[src/rtl/systolic_pkg.sv]
// systolic_pkg: shared constants for the 3x3 output-stationary systolic array.
// Holds default operand/accumulator widths and the grid dimension.
package systolic_pkg;

    localparam int DATA_W = 8;
    localparam int ACC_W  = 17;
    localparam int N      = 3;

endpackage

[src/rtl/systolic_pe.sv]
// systolic_pe: one multiply-accumulate cell; forwards a right and b down.
// Ports: clk, reset (async, active-high), a_in/b_in operands,
//        a_out/b_out registered operands, acc running accumulator.
// Optional macro SYSTOLIC_ACC_SAT_EN: saturate acc at all-ones instead of wrapping.
module systolic_pe
    import systolic_pkg::*;
#(
    parameter int P_DATA_W = DATA_W,
    parameter int P_ACC_W  = ACC_W
) (
    input  logic                clk,
    input  logic                reset,
    input  logic [P_DATA_W-1:0] a_in,
    input  logic [P_DATA_W-1:0] b_in,
    output logic [P_DATA_W-1:0] a_out,
    output logic [P_DATA_W-1:0] b_out,
    output logic [P_ACC_W-1:0]  acc
);

    logic [P_DATA_W-1:0]   r_a;
    logic [P_DATA_W-1:0]   r_b;
    logic [P_ACC_W-1:0]    r_acc;
    logic [2*P_DATA_W-1:0] w_prod;
    logic [P_ACC_W-1:0]    w_next;

    assign w_prod = a_in * b_in;

`ifdef SYSTOLIC_ACC_SAT_EN
    // One extra bit catches the carry; a carry means the sum overflowed.
    logic [P_ACC_W:0] w_sum;
    assign w_sum  = {1'b0, r_acc} + (P_ACC_W+1)'(w_prod);
    assign w_next = w_sum[P_ACC_W] ? '1 : w_sum[P_ACC_W-1:0];
`else
    assign w_next = r_acc + P_ACC_W'(w_prod);
`endif

    always_ff @(posedge clk or posedge reset) begin
        if (reset) begin
            r_a   <= '0;
            r_b   <= '0;
            r_acc <= '0;
        end else begin
            r_a   <= a_in;
            r_b   <= b_in;
            r_acc <= w_next;
        end
    end

    assign a_out = r_a;
    assign b_out = r_b;
    assign acc   = r_acc;

endmodule

[src/rtl/systolic_array_3x3.sv]
// systolic_array_3x3: 3x3 output-stationary systolic array, C = A x B.
// Ports: clk, reset (async, active-high); a1..a3 skewed A rows from the left;
//        b1..b3 skewed B columns from the top; c1..c9 PE accumulators, row-major.
// Optional macro SYSTOLIC_ACC_SAT_EN: accumulators saturate instead of wrapping.
module systolic_array_3x3
    import systolic_pkg::*;
#(
    parameter int DATA_W = systolic_pkg::DATA_W,
    parameter int ACC_W  = systolic_pkg::ACC_W
) (
    input  logic              clk,
    input  logic              reset,
    input  logic [DATA_W-1:0] a1,
    input  logic [DATA_W-1:0] a2,
    input  logic [DATA_W-1:0] a3,
    input  logic [DATA_W-1:0] b1,
    input  logic [DATA_W-1:0] b2,
    input  logic [DATA_W-1:0] b3,
    output logic [ACC_W-1:0]  c1,
    output logic [ACC_W-1:0]  c2,
    output logic [ACC_W-1:0]  c3,
    output logic [ACC_W-1:0]  c4,
    output logic [ACC_W-1:0]  c5,
    output logic [ACC_W-1:0]  c6,
    output logic [ACC_W-1:0]  c7,
    output logic [ACC_W-1:0]  c8,
    output logic [ACC_W-1:0]  c9
);

    // w_a[i][j] feeds PE(i,j) from the left; column N is the unused spill-out.
    // w_b[i][j] feeds PE(i,j) from above; row N is the unused spill-out.
    logic [DATA_W-1:0] w_a   [N][N+1];
    logic [DATA_W-1:0] w_b   [N+1][N];
    logic [ACC_W-1:0]  w_acc [N][N];
    logic [DATA_W-1:0] w_a_ext [N];
    logic [DATA_W-1:0] w_b_ext [N];
    logic              w_unused;

    assign w_a_ext[0] = a1;
    assign w_a_ext[1] = a2;
    assign w_a_ext[2] = a3;
    assign w_b_ext[0] = b1;
    assign w_b_ext[1] = b2;
    assign w_b_ext[2] = b3;

    for (genvar i = 0; i < N; i++) begin : g_edge
        assign w_a[i][0] = w_a_ext[i];
        assign w_b[0][i] = w_b_ext[i];
    end

    for (genvar i = 0; i < N; i++) begin : g_row
        for (genvar j = 0; j < N; j++) begin : g_col
            systolic_pe #(
                .P_DATA_W (DATA_W),
                .P_ACC_W  (ACC_W)
            ) u_pe (
                .clk   (clk),
                .reset (reset),
                .a_in  (w_a[i][j]),
                .b_in  (w_b[i][j]),
                .a_out (w_a[i][j+1]),
                .b_out (w_b[i+1][j]),
                .acc   (w_acc[i][j])
            );
        end
    end

    // Operands leaving the far edges have no consumer.
    assign w_unused = ^{w_a[0][N], w_a[1][N], w_a[2][N],
                        w_b[N][0], w_b[N][1], w_b[N][2]};

    assign c1 = w_acc[0][0];
    assign c2 = w_acc[0][1];
    assign c3 = w_acc[0][2];
    assign c4 = w_acc[1][0];
    assign c5 = w_acc[1][1];
    assign c6 = w_acc[1][2];
    assign c7 = w_acc[2][0];
    assign c8 = w_acc[2][1];
    assign c9 = w_acc[2][2];

endmodule

[config.mk]
export PLATFORM = sky130hd
export DESIGN_NAME = systolic_array_3x3
export DESIGN_NICKNAME = d
export VERILOG_FILES = /design/src/rtl/systolic_pkg.sv /design/src/rtl/systolic_pe.sv /design/src/rtl/systolic_array_3x3.sv
export SDC_FILE = /design/constraint.sdc
export NUM_CORES = 2
export LEC_CHECK = 0
export ABC_AREA = 1
export CAP_MARGIN = 10
export CORE_MARGIN = 2
export CORE_UTILIZATION = 62
export CTS_CLUSTER_DIAMETER = 120
export DETAILED_ROUTE_END_ITERATION = 16
export PLACE_DENSITY = 0.83
export SYNTH_ARGS = -nofsm -noshare
export SYNTH_HDL_FRONTEND = slang
export SYNTH_SLANG_ARGS = --single-unit
[constraint.sdc]
create_clock -name clk -period 11.7 [get_ports clk]
set_input_delay 2.925 -clock clk [delete_from_list [all_inputs] [get_ports clk]]
set_output_delay 2.925 -clock clk [all_outputs]
set_load 0.02 [all_outputs]
* After elaboration in Yosys (flattened, before gate mapping)
Cells that the tools add are included.
** Cells by class
- Add/sub/neg operators :: 9
- Multiply operators :: 9
** Operator list (count)
- $add A17 B16 Y17 :: 9
- $mul A8 B8 Y16 :: 9
** Word-level totals
- Output and inout port bits :: 153
- Register bits :: 249
- Word-level logic and storage cells :: 39
- Input bits :: 50

* Longest topological paths before layout
- Depth in word-level cells :: 2
- Depth in mapped cells :: 20
- Mapped depth without buffers :: 19

* Hierarchy
From an unflattened synthesis, not the netlist that was laid out.
** Unflattened totals
- Cell total of the unflattened synthesis :: 4059
- Area total of the unflattened synthesis :: 33138.0 um2
** Modules (own cells, without submodules)
- systolic_pe at g_row[1].g_col[0].u_pe ... :: sequential area each 825.8 um2, times used 4, cells an instance 452, area each 3692.3 um2
- systolic_pe at g_row[0].g_col[2].u_pe :: sequential area each 825.8 um2, times used 1, cells an instance 453, area each 3689.8 um2
- systolic_pe at g_row[0].g_col[0].u_pe :: sequential area each 825.8 um2, times used 1, cells an instance 451, area each 3681.0 um2
- systolic_pe at g_row[2].g_col[2].u_pe :: sequential area each 825.8 um2, times used 1, cells an instance 450, area each 3677.3 um2
- systolic_pe at g_row[2].g_col[1].u_pe :: sequential area each 825.8 um2, times used 1, cells an instance 450, area each 3667.3 um2
- systolic_pe at g_row[0].g_col[1].u_pe :: sequential area each 825.8 um2, times used 1, cells an instance 447, area each 3653.5 um2

* Worst setup path after synthesis
Ideal clock, no wire load.
- Path type :: input port to flip-flop
- Start :: in b1[0]
- End :: reg g_row[0].g_col[0].u_pe.r_acc[15]
- Setup time :: 0.117 ns
- Path slack :: 5.346 ns
- Data required time :: 11.583 ns
- Path buffers :: 1
- Cell stages on the path :: 18
- Arrival time :: 6.237 ns
- Cell sequence :: clkbuf_1 > nand2_1 > fa_1 > inv_1 > fa_1 > inv_1 > fa_1 > fa_1 > inv_1 > ha_1 > nand2_1 > nand2_1 > nor2_4 > inv_1 > nand2_1 > nand3_1 > nand2_1 > nand2_1
** Between the ends
- Longest elaborated chain between the ends :: 2
** Ends and longest elaborated chain
- start: declaration :: RTL line systolic_array_3x3.sv:16 : input logic [DATA_W-1:0] b1,
- $mul A8 B8 Y16 :: RTL line systolic_pe.sv:26 : assign w_prod = a_in * b_in;
- $add A17 B16 Y17 :: RTL line systolic_pe.sv:34 : assign w_next = r_acc + P_ACC_W'(w_prod);
- via g_row[0].g_col[0].u_pe.w_next[15] :: RTL line systolic_pe.sv:24 : logic [P_ACC_W-1:0] w_next;
- end signal: assignment :: RTL line systolic_pe.sv:45 : r_acc <= w_next;
- end: declaration :: RTL line systolic_pe.sv:22 : logic [P_ACC_W-1:0] r_acc;
The timed path passes the listed nets, and every way through them passes these cells.

* Worst setup path after layout
- Start :: in b1[2]
- End :: reg g_row[0].g_col[0].u_pe.r_acc[16]
The elaborated chain is that of the path after synthesis.

==> flow_metrics.py <==
metrics = {
    "outcome": {
        "outcome": "finished clean",
    },
    "yosys": {
        "synth_area_um2": 31900,
        "yosys.area_share.adder_pct": 41.6,
        "syn_inst": 4098,
        "synth_seq_cells": 249,
        "synth_cell_types": 24,
        "synth_xor_area_share_pct": 2.22,
        "yosys_warnings": 0,
        "synth-simple-area-share_pct": 17.0,
        "syn_area_per_cell_um2": 7.79,
        "synth.mux.area_fraction_pct": 0,
        "synth_top_family_by_area": "adder cells",
        "syn-num-nets": 4940,
        "synth_seq_area_share_pct": 19.5,
        "synth_compound_area_share_pct": 1.48,
    },
    "sta": {
        "holdWs_ns": 0.511,
        "period_needed_ns": 6.64,
        "tightest_slew_ns": 0.942,
        "setup_viol": 0,
        "timing.fmax_mhz": 151,
        "slew_violations": 0,
        "fin_setup_tns_ns": 0,
        "fin_crit_sh_pct": 56.7,
        "hold_viol": 0,
        "final.setup_skew_ns": 0.0159,
        "slew_headroom_pct": 37.2,
        "rsz0062_at_grt": "no",
    },
    "critical_path": {
        "crit_buf_inv": 5,
        "cp-start-kind": "primary input",
        "crit_fanout": 9,
        "crit_arrival_ns": 7.11,
        "crit_chain": "clkdlybuf4s50_1, nand2_1, fa_1, inv_1, fa_1, fa_1, inv_1, fa_1, inv_1, ha_1, nand2_1, inv_1, nand2_1, nor3_2, nand2_2, nand3_1, nand2_1",
        "slowest_stage": "clkdlybuf4s50_1",
        "worstSetupEndpointType": "flop",
        "crit_family": "adder cells",
        "max_stage_delay_ns": 0.79,
        "critical_path_class": "in2reg",
        "required_ns": 12.18,
    },
    "route": {
        "vias": 24100,
        "route.final.wire_length_mm": 71.6,
        "ant_nets": 0,
        "dr.pass1.iters": 5,
        "first_iter_violations": 1228,
        "routedWlPerCell_um": 14.6,
        "drt-vias-per-instance": 4.93,
        "drc": 0,
    },
    "clocking": {
        "htreeDepth": 1,
        "cts_resized": 0,
        "path_clk_slew_ns": 0.06,
        "insertion_delay_ns": 0.59,
        "cts-root-buf": "clkbuf_16",
        "hold_buffers": 0,
        "cts_tree": "done",
        "numCtsBuffers": 31,
        "cts_buffer_depth": 3,
        "clock_sinks": 249,
        "postCtsSetupRepairBufs": 0,
    },
    "placed_design": {
        "gp_congestion": 0.934,
        "port_buffers": 202,
        "place_area_um2": 34300,
        "place_inst": 4838,
        "hpwl_mm": 58.6,
    },
    "floorplan": {
        "die_w_um": 231,
        "die_h_um": 231,
        "core_area_um2": 51100,
        "initial_core_util_pct": 62.5,
        "io_pins": 203,
        "die_area_um2": 53300,
        "row_count": 83,
    },
    "grt": {
        "antenna_found_initial": 1,
        "grt_pass1_wl_mm": 122,
        "grt_max_degree": 127,
        "grt-ovfl-total": 0,
        "grt_pass1_vias": 25700,
        "globalRouteTotalUtil_pct": 28.4,
    },
    "layout": {
        "fin_cells": 4895,
        "drive_gt1_share_pct": 2.63,
        "layout_commonest_cell": "inv_1",
        "design_area_um2": 35300,
        "area_growth_pct": 10.7,
        "layout_common_cells": "inv_1 (1397), nand2_1 (1062), fa_1 (450)",
        "layout.nets": 5033,
    },
    "run": {
        "max_cap_viol_count": 0,
    },
    "min_path": {
        "hp-class": "reg2reg",
    },
}
==> registers in the layout (all words and copies together), names as in the netlist <==
signal / cells
g_row.g_col.u_pe.a_out: 48
g_row.g_col.u_pe.acc: 153
g_row.g_col.u_pe.b_out: 48
==> cells by family after synthesis <==
kind of cell / count (synthesis)
AOI/OAI and AO/OA: 78
buffers and inverters: 1543
DFF: 249
adders and majority gates: 792
xor gates and xnor gates: 81
and+or+nand+nor: 1355
==> per-stage QoR <==
step | utilization [%] | setup slack (ns)
finish | 69.2 | 5.06
detailed placement | 67.1 | 4.51
CTS | 69.1 | 5.11
floorplan | - | 1.93
global placement | 67.1 | 4.63
global route | 69.1 | 4.85
==> per-layer routing <==
metal | vias up | GRT usage (%) | routed length [µm]
met5 | - | 0 | 13
li1 | 11600 | - | -
met1 | 11700 | 36.5 | 29400
met4 | 2 | 8.57 | 1880
met3 | 131 | 4.17 | 4470
met2 | 715 | 49.9 | 35900
==> final timing paths <==
| check | from | to | slack, ns | cells after the start |
|---|---|---|---|---|
| hold reg to reg | g_row[2].g_col[1].u_pe.acc[0] | g_row[2].g_col[1].u_pe.acc[0] | 0.51 | 1 |
| setup / recovery | b1[2] | g_row[0].g_col[0].u_pe.acc[16] | 5.06 | 17 |
| setup reg to reg | g_row[0].g_col[1].u_pe.b_out[0] | g_row[1].g_col[1].u_pe.acc[15] | 7.55 | 17 |
| min in group asynchronous | reset | g_row[0].g_col[0].u_pe.acc[0] | 2.94 | 2 |
| hold / removal | g_row[2].g_col[1].u_pe.acc[0] | g_row[2].g_col[1].u_pe.acc[0] | 0.51 | 1 |
| max in group asynchronous | reset | g_row[1].g_col[2].u_pe.acc[16] | 7.22 | 3 |
==> worst reg2reg max path: stages, from the launching register on <==
cell and delay (ns):
dfrtp_1 0.62, nand2_1 0.14, fa_1 0.52, inv_1 0.06, fa_1 0.52, inv_1 0.06, fa_1 0.50, fa_1 0.50
inv_1 0.05, ha_1 0.32, nand2_1 0.08, nand2_1 0.08, nor2_2 0.22, inv_1 0.06, nand2_1 0.10, nand3_1 0.08
nand2_1 0.06, nand2_1 0.05
==> synthesized netlist by cell type, drive strengths merged <==
library cell,number,share of area [%]
nand3,64,1.0
inv,1399,16
nand4,27,0.53
fa,450,28
o21ai,9,0.25
clkbuf,144,1.7
o21bai,9,0.21
xor2,27,0.74
nand3b,10,0.24
a21oi,60,1.0
ha,342,13
dfrtp,249,20
nor3,9,0.22
or2,7,0.14
nand2,1077,13
xnor2,54,1.5
nor2,161,2.1
==> final cells by class <==
type,count,area (µm²)
Timing Repair Buffer,204,2040
Multi-Input combinational cell,2306,19900
Fill cell,4058,15800
Inverter,1399,5260
Clock inverter,17,209
Antenna cell,1,2.50
Clock buffer,39,846
Tap cell,680,851
Sequential cell,249,6230
Power is not shown: default switching activity piles up to over one toggle a cycle in this logic, so the estimate is an artifact.
